File: src/rtl/cpu_pkg.sv
// rtl/cpu_pkg.sv - shared encodings, state type and default widths for the CPU sequencer
package cpu_pkg;

  localparam int DEF_DATA_W = 4;
  localparam int DEF_OPC_W  = 3;
  // Wide enough to hold ALU_LAT-1 for any latency from 1 to 8.
  localparam int LAT_CNT_W  = 3;

  localparam logic [1:0] PH_LOAD = 2'b00;
  localparam logic [1:0] PH_EXEC = 2'b01;
  localparam logic [1:0] PH_OUT  = 2'b10;
  localparam logic [1:0] PH_IDLE = 2'b11;

  typedef enum logic [2:0] {
    ST_IDLE   = 3'd0,
    ST_LOAD_A = 3'd1,
    ST_LOAD_B = 3'd2,
    ST_EXEC   = 3'd3,
    ST_WAIT   = 3'd4,
    ST_OUT    = 3'd5
  } state_e;

  // Map a sequencer state onto the two-bit phase seen by the datapath.
  function automatic logic [1:0] phase_of(state_e s);
    logic [1:0] ph;
    ph = PH_IDLE;
    case (s)
      ST_LOAD_A, ST_LOAD_B: ph = PH_LOAD;
      ST_EXEC, ST_WAIT:     ph = PH_EXEC;
      ST_OUT:               ph = PH_OUT;
      default:              ph = PH_IDLE;
    endcase
    return ph;
  endfunction

endpackage

File: src/rtl/seq_lat_counter.sv
// rtl/seq_lat_counter.sv - loadable down-counter with zero flag for the ALU latency wait
module seq_lat_counter #(
  parameter int W = 3
) (
  input  logic         clk,
  input  logic         rst,
  input  logic         load,
  input  logic [W-1:0] load_val,
  input  logic         dec,
  output logic         zero
);

  logic [W-1:0] count_q;
  logic [W-1:0] count_d;

  // Load takes priority; decrement stops at zero so the flag stays asserted.
  always_comb begin
    count_d = count_q;
    if (load) begin
      count_d = load_val;
    end else if (dec && (count_q != '0)) begin
      count_d = count_q - 1'b1;
    end
  end

  // Count register.
  always_ff @(posedge clk or posedge rst) begin
    if (rst) begin
      count_q <= '0;
    end else begin
      count_q <= count_d;
    end
  end

  assign zero = (count_q == '0);

endmodule

File: src/rtl/cpu_sequencer.sv
// rtl/cpu_sequencer.sv - request handshake, LOAD/EXEC/OUT sequencing and result capture
module cpu_sequencer
  import cpu_pkg::*;
#(
  parameter int DATA_W  = DEF_DATA_W,
  parameter int OPC_W   = DEF_OPC_W,
  parameter int ALU_LAT = 1,
  parameter int CNT_W   = 8
) (
  input  logic              clk,
  input  logic              rst,
  input  logic              start,
  input  logic [OPC_W-1:0]  opcode_in,
  input  logic [DATA_W-1:0] op_a,
  input  logic [DATA_W-1:0] op_b,
  input  logic              ack,
  input  logic [DATA_W-1:0] alu_result,
  output logic              busy,
  output logic [1:0]        phase,
  output logic              reg_wr_en,
  output logic              reg_addr,
  output logic [DATA_W-1:0] reg_wdata,
  output logic              inst_wr_en,
  output logic [DATA_W-1:0] inst_wdata,
  output logic              alu_en,
  output logic [OPC_W-1:0]  alu_opcode,
  output logic [DATA_W-1:0] alu_in_1,
  output logic [DATA_W-1:0] alu_in_2,
  output logic [DATA_W-1:0] result,
  output logic              result_valid,
  output logic [CNT_W-1:0]  ops_done
);

  state_e             state_q, state_d;
  logic [OPC_W-1:0]   opc_q, opc_d;
  logic [DATA_W-1:0]  a_q, a_d;
  logic [DATA_W-1:0]  b_q, b_d;
  logic [DATA_W-1:0]  result_q, result_d;
  logic               rv_q, rv_d;
  logic [CNT_W-1:0]   ops_q, ops_d;
  logic               cnt_load;
  logic               cnt_dec;
  logic               cnt_zero;

  seq_lat_counter #(
    .W (LAT_CNT_W)
  ) u_lat_cnt (
    .clk      (clk),
    .rst      (rst),
    .load     (cnt_load),
    .load_val (LAT_CNT_W'(ALU_LAT - 1)),
    .dec      (cnt_dec),
    .zero     (cnt_zero)
  );

  // Next-state logic; operands are only captured in IDLE so later input changes are ignored.
  always_comb begin
    state_d  = state_q;
    opc_d    = opc_q;
    a_d      = a_q;
    b_d      = b_q;
    result_d = result_q;
    rv_d     = rv_q;
    ops_d    = ops_q;
    cnt_load = 1'b0;
    cnt_dec  = 1'b0;
    case (state_q)
      ST_IDLE: begin
        if (start) begin
          opc_d   = opcode_in;
          a_d     = op_a;
          b_d     = op_b;
          state_d = ST_LOAD_A;
        end
      end
      ST_LOAD_A: state_d = ST_LOAD_B;
      ST_LOAD_B: state_d = ST_EXEC;
      ST_EXEC: begin
        cnt_load = 1'b1;
        state_d  = ST_WAIT;
      end
      ST_WAIT: begin
        if (cnt_zero) begin
          result_d = alu_result;
          rv_d     = 1'b1;
          state_d  = ST_OUT;
        end else begin
          cnt_dec = 1'b1;
        end
      end
      ST_OUT: begin
        if (ack) begin
          rv_d    = 1'b0;
          ops_d   = ops_q + CNT_W'(1);
          state_d = ST_IDLE;
        end
      end
      default: state_d = ST_IDLE;
    endcase
  end

  // State, operand latches, result and completion counter.
  always_ff @(posedge clk or posedge rst) begin
    if (rst) begin
      state_q  <= ST_IDLE;
      opc_q    <= '0;
      a_q      <= '0;
      b_q      <= '0;
      result_q <= '0;
      rv_q     <= 1'b0;
      ops_q    <= '0;
    end else begin
      state_q  <= state_d;
      opc_q    <= opc_d;
      a_q      <= a_d;
      b_q      <= b_d;
      result_q <= result_d;
      rv_q     <= rv_d;
      ops_q    <= ops_d;
    end
  end

  // Moore output decode; write data is forced to zero whenever its enable is low.
  always_comb begin
    busy       = (state_q != ST_IDLE);
    phase      = phase_of(state_q);
    reg_wr_en  = 1'b0;
    reg_addr   = 1'b0;
    reg_wdata  = '0;
    inst_wr_en = 1'b0;
    inst_wdata = '0;
    alu_en     = 1'b0;
    case (state_q)
      ST_LOAD_A: begin
        reg_wr_en  = 1'b1;
        reg_wdata  = a_q;
        inst_wr_en = 1'b1;
        inst_wdata = DATA_W'(opc_q);
      end
      ST_LOAD_B: begin
        reg_wr_en = 1'b1;
        reg_addr  = 1'b1;
        reg_wdata = b_q;
      end
      ST_EXEC: alu_en = 1'b1;
      default: ;
    endcase
  end

  assign alu_opcode   = opc_q;
  assign alu_in_1     = a_q;
  assign alu_in_2     = b_q;
  assign result       = result_q;
  assign result_valid = rv_q;
  assign ops_done     = ops_q;

endmodule

File: config.mk
export PLATFORM = sky130hd
export DESIGN_NAME = cpu_sequencer
export DESIGN_NICKNAME = d
export VERILOG_FILES = /design/src/rtl/cpu_pkg.sv /design/src/rtl/seq_lat_counter.sv /design/src/rtl/cpu_sequencer.sv
export SDC_FILE = /design/constraint.sdc
export NUM_CORES = 1
export LEC_CHECK = 0
export ABC_AREA = 0
export CAP_MARGIN = 40
export CORE_ASPECT_RATIO = 1.5
export CORE_MARGIN = 2
export CORE_UTILIZATION = 45
export CTS_BUF_LIST = sky130_fd_sc_hd__clkbuf_2 sky130_fd_sc_hd__clkbuf_4 sky130_fd_sc_hd__clkbuf_8
export CTS_CLUSTER_SIZE = 40
export DETAILED_ROUTE_END_ITERATION = 16
export GPL_ROUTABILITY_DRIVEN = 0
export PLACE_DENSITY = 0.92
export SLEW_MARGIN = 40
export SYNTH_ARGS = -nofsm -noshare
export SYNTH_HDL_FRONTEND = slang
export SYNTH_SLANG_ARGS = --single-unit
File: constraint.sdc
create_clock -name clk -period 2.23 [get_ports clk]
set_input_delay 0.3345 -clock clk [delete_from_list [all_inputs] [get_ports clk]]
set_output_delay 0.3345 -clock clk [all_outputs]
set_load 0.02 [all_outputs]
==> impl_metrics.json <==
{
  "wirelength_mm": 4.23,
  "final_hold_viol_count": 0,
  "clkSinkCount": 30,
  "dp_hpwl_mm": 2.60,
  "yosys.area_share.simple_pct": 15.2,
  "p_leak_nw": 1.15,
  "grt_pass1_wl_mm": 6.36,
  "placed_cells": 215,
  "drt_iter0_drc": 15,
  "clkTransAtPathRegs_ps": 80,
  "synthXorXnorAreaFrac_pct": 4.07,
  "drive_above_1_share_pct": 21.3,
  "met1_usage_pct": 23.6,
  "h-tree-depth": 2,
  "first_pass_iters": 4,
  "period_minus_slack_ps": 2170,
  "finish.utilization_pct": 71.1,
  "dieArea_um2": 3830,
  "start_util_pct": 47.2,
  "path_cells": "inv_1 -> nor3_4 -> buf_4 -> buf_4 -> a22o_1 -> dlygate4sd2_1",
  "crit_fanout": 11,
  "ys_warn_count": 0,
  "final_cell_mix": "clkdlybuf4s50_1 (46), dfrtp_1 (28), mux2_4 (14)",
  "final_cells": 228,
  "syn_area_per_cell_um2": 12.4,
  "io_pins": 58,
  "worstSkewPairLatency_ps": 300,
  "synth_seq_cells": 30,
  "antenna_found_initial": 0,
  "swShare_pct": 39.5,
  "setup_slack_ps": 57.2,
  "design_area_um2": 2270,
  "cts_tree": "done",
  "fin_nets": 209,
  "synth_cell_types": 38,
  "path_buf_inv": 4,
  "dpl_worst_slack_ps": 45.7,
  "worstPathRequired_ps": 1900,
  "post_drt_wl_per_cell_um": 18.5,
  "outcome": "finished clean",
  "peakVddDrop_v": 0.00120,
  "final_common_cell": "clkdlybuf4s50_1",
  "grt_use_met2_pct": 41.4,
  "synth_top_family_by_area": "multiplexers",
  "maxSlewViolCount": 0,
  "power.switching_mw": 1.35,
  "crit_path_max_incr_delay_ps": 460,
  "hold_path_class": "in2async",
  "n_fill_cell": 231,
  "syn_nets": 143,
  "coreArea_um2": 3190,
  "ant_nets": 0,
  "skew_ps": 14.6,
  "arrival_ps": 1840,
  "cell_internal_pwr_mw": 2.07,
  "syn-cell-area_um2": 1510,
  "vias": 1232,
  "synth_compound_area_share_pct": 7.56,
  "crit_type": "reg2out",
  "cap_violations": 0,
  "synthAdderAreaFrac_pct": 2.49,
  "die_w_um": 51.2,
  "seqPwrFrac_pct": 28.7,
  "cp_slowest_cell": "dfrtp_2",
  "antenna_cells": 0,
  "die_h_um": 74.8,
  "report.power.total_mw": 3.41,
  "top_usage_layer": "met2",
  "grtUsageTotal_pct": 23.7,
  "p_comb_share_pct": 55.0,
  "rows": 25,
  "netlist_top_cells_area": "dfrtp_1 (50%), mux2_4 (14%), ha_1 (2.5%)",
  "cts_buffers": 5,
  "yosysTopAreaCell": "dfrtp_1",
  "synthCells": 121,
  "end_kind": "output port",
  "r2r.worst_path.cells": 4,
  "clkPwrFrac_pct": 16.3,
  "crit_family": "buffers and inverters",
  "syn_to_final_growth_pct": 50.7,
  "overflow": 0,
  "path_depth": 6,
  "fin_crit_sh_pct": 97.4,
  "drc": 0,
  "max_freq_mhz": 460,
  "crit_top_cell": "buf_4",
  "cp-start-kind": "flop",
  "gr-usage-met3_pct": 9.33,
  "cts_buffer_depth": 2,
  "grt_pass1_vias": 1330,
  "grt_max_degree": 31,
  "power_per_cell_area_nw_per_um2": 1500,
  "synth_top_area_share_pct": 49.9,
  "port_buffers": 56,
  "root_buffer": "clkbuf_8",
  "synthMuxAreaShare_pct": 15.5,
  "viasPerCell": 5.40,
  "placed_area_um2": 2090,
  "ys_seq_area_share_pct": 49.9,
  "setup_viol": 0
}
==> repair_timing <==
item	in CTS	in global routing
resized for setup	4	9
setup endpoints to repair	12	10
hold buffers	0	0
pin swaps	1	0
buffers inserted	3	2
endpoints found under the hold margin	0	0
==> synthesized netlist by cell type (all sizes together) <==
library cell	number
and4b	1
a211oi	2
o211ai	1
inv	6
nand4bb	1
o31ai	1
nand2	8
xnor2	3
nand4	1
or3	2
nand2b	2
mux2	16
and2	3
buf	6
ha	3
dfrtp	30
nor2	5
xor2	4
conb	1
nand4b	1
a22o	4
nor4	1
a21oi	7
nand3	2
nor3b	2
o21ai	1
o32ai	1
or2	3
nor3	3
==> power by group through the flow <==
stage / sequential (mW) / clock (mW) / combinational (mW)
finish: 0.980 / 0.556 / 1.88
global route: 1.01 / 0.594 / 1.97
CTS: 0.965 / 0.550 / 1.85
detailed placement: 0.965 / 0 / 1.79
global placement: 0.951 / 0 / 1.74
floorplan: 1.12 / 0 / 0.860
==> per-stage QoR <==
stage                     hold slack, ps  setup TNS [ps]
after floorplan                      425               0
after global placement               456               0
after detailed placement             466               0
after CTS                            420               0
after global routing                 489           -5.77
final                                460               0
==> worst reg2reg max path: cells and delay by family, from the launching register on <==
kind                   cells  cell delay, ps
AND/OR/NAND/NOR            2             680
buffers and inverters      1             220
flip-flops                 1             460
multiplexers               1             340
==> cell type report <==
class / instances / area [um^2] / share of cell area, %
sequential: 30 / 753 / 33.2
clock buffer: 5 / 68.8 / 3.03
clock inverter: 3 / 40.0 / 1.77
timing repair buffer: 65 / 649 / 28.6
inverter: 6 / 22.5 / 0.993
tap: 40 / 50.0 / 2.21
multi-input combinational: 79 / 684 / 30.2
==> path summary, 6_finish.rpt <==
check,start,slack (ps),endpoint
worst max-delay path,state_q[1],60,reg_wdata[1]
worst min-delay path,rst,460,alu_in_1[3]
worst max register to register,state_q[2],410,result[0]
worst min register to register,ops_done[7],470,ops_done[7]
max in group asynchronous,rst,1450,state_q[0]
min in group clk,ops_done[7],470,ops_done[7]
==> sequential cells by signal, summed over array words and instances, names as in the netlist <==
register,flops
alu_in_1,4
alu_in_2,4
alu_opcode,3
ops_done,8
result,4
result_valid,1
state_q,3
u_lat_cnt.count_q,3
==> logic make-up (layout without fill, tap and decap cells) <==
group,Yosys count,in the layout
buffers and inverters,12,79
AND/OR/NAND/NOR,35,35
other,1,1
multiplexers,16,16
adder cells (fa/ha/maj),3,3
XOR/XNOR,7,7
flip-flops,30,30
AO/OA/AOI/OAI,17,17
==> metal layers <==
layer  up-vias  routed length [um]
met5         -                   0
met4         0                 133
met3         9                 318
met2        58                2270
met1       615                1510
li1        550                   -
Note: power is estimated with default switching activity, not from simulation.
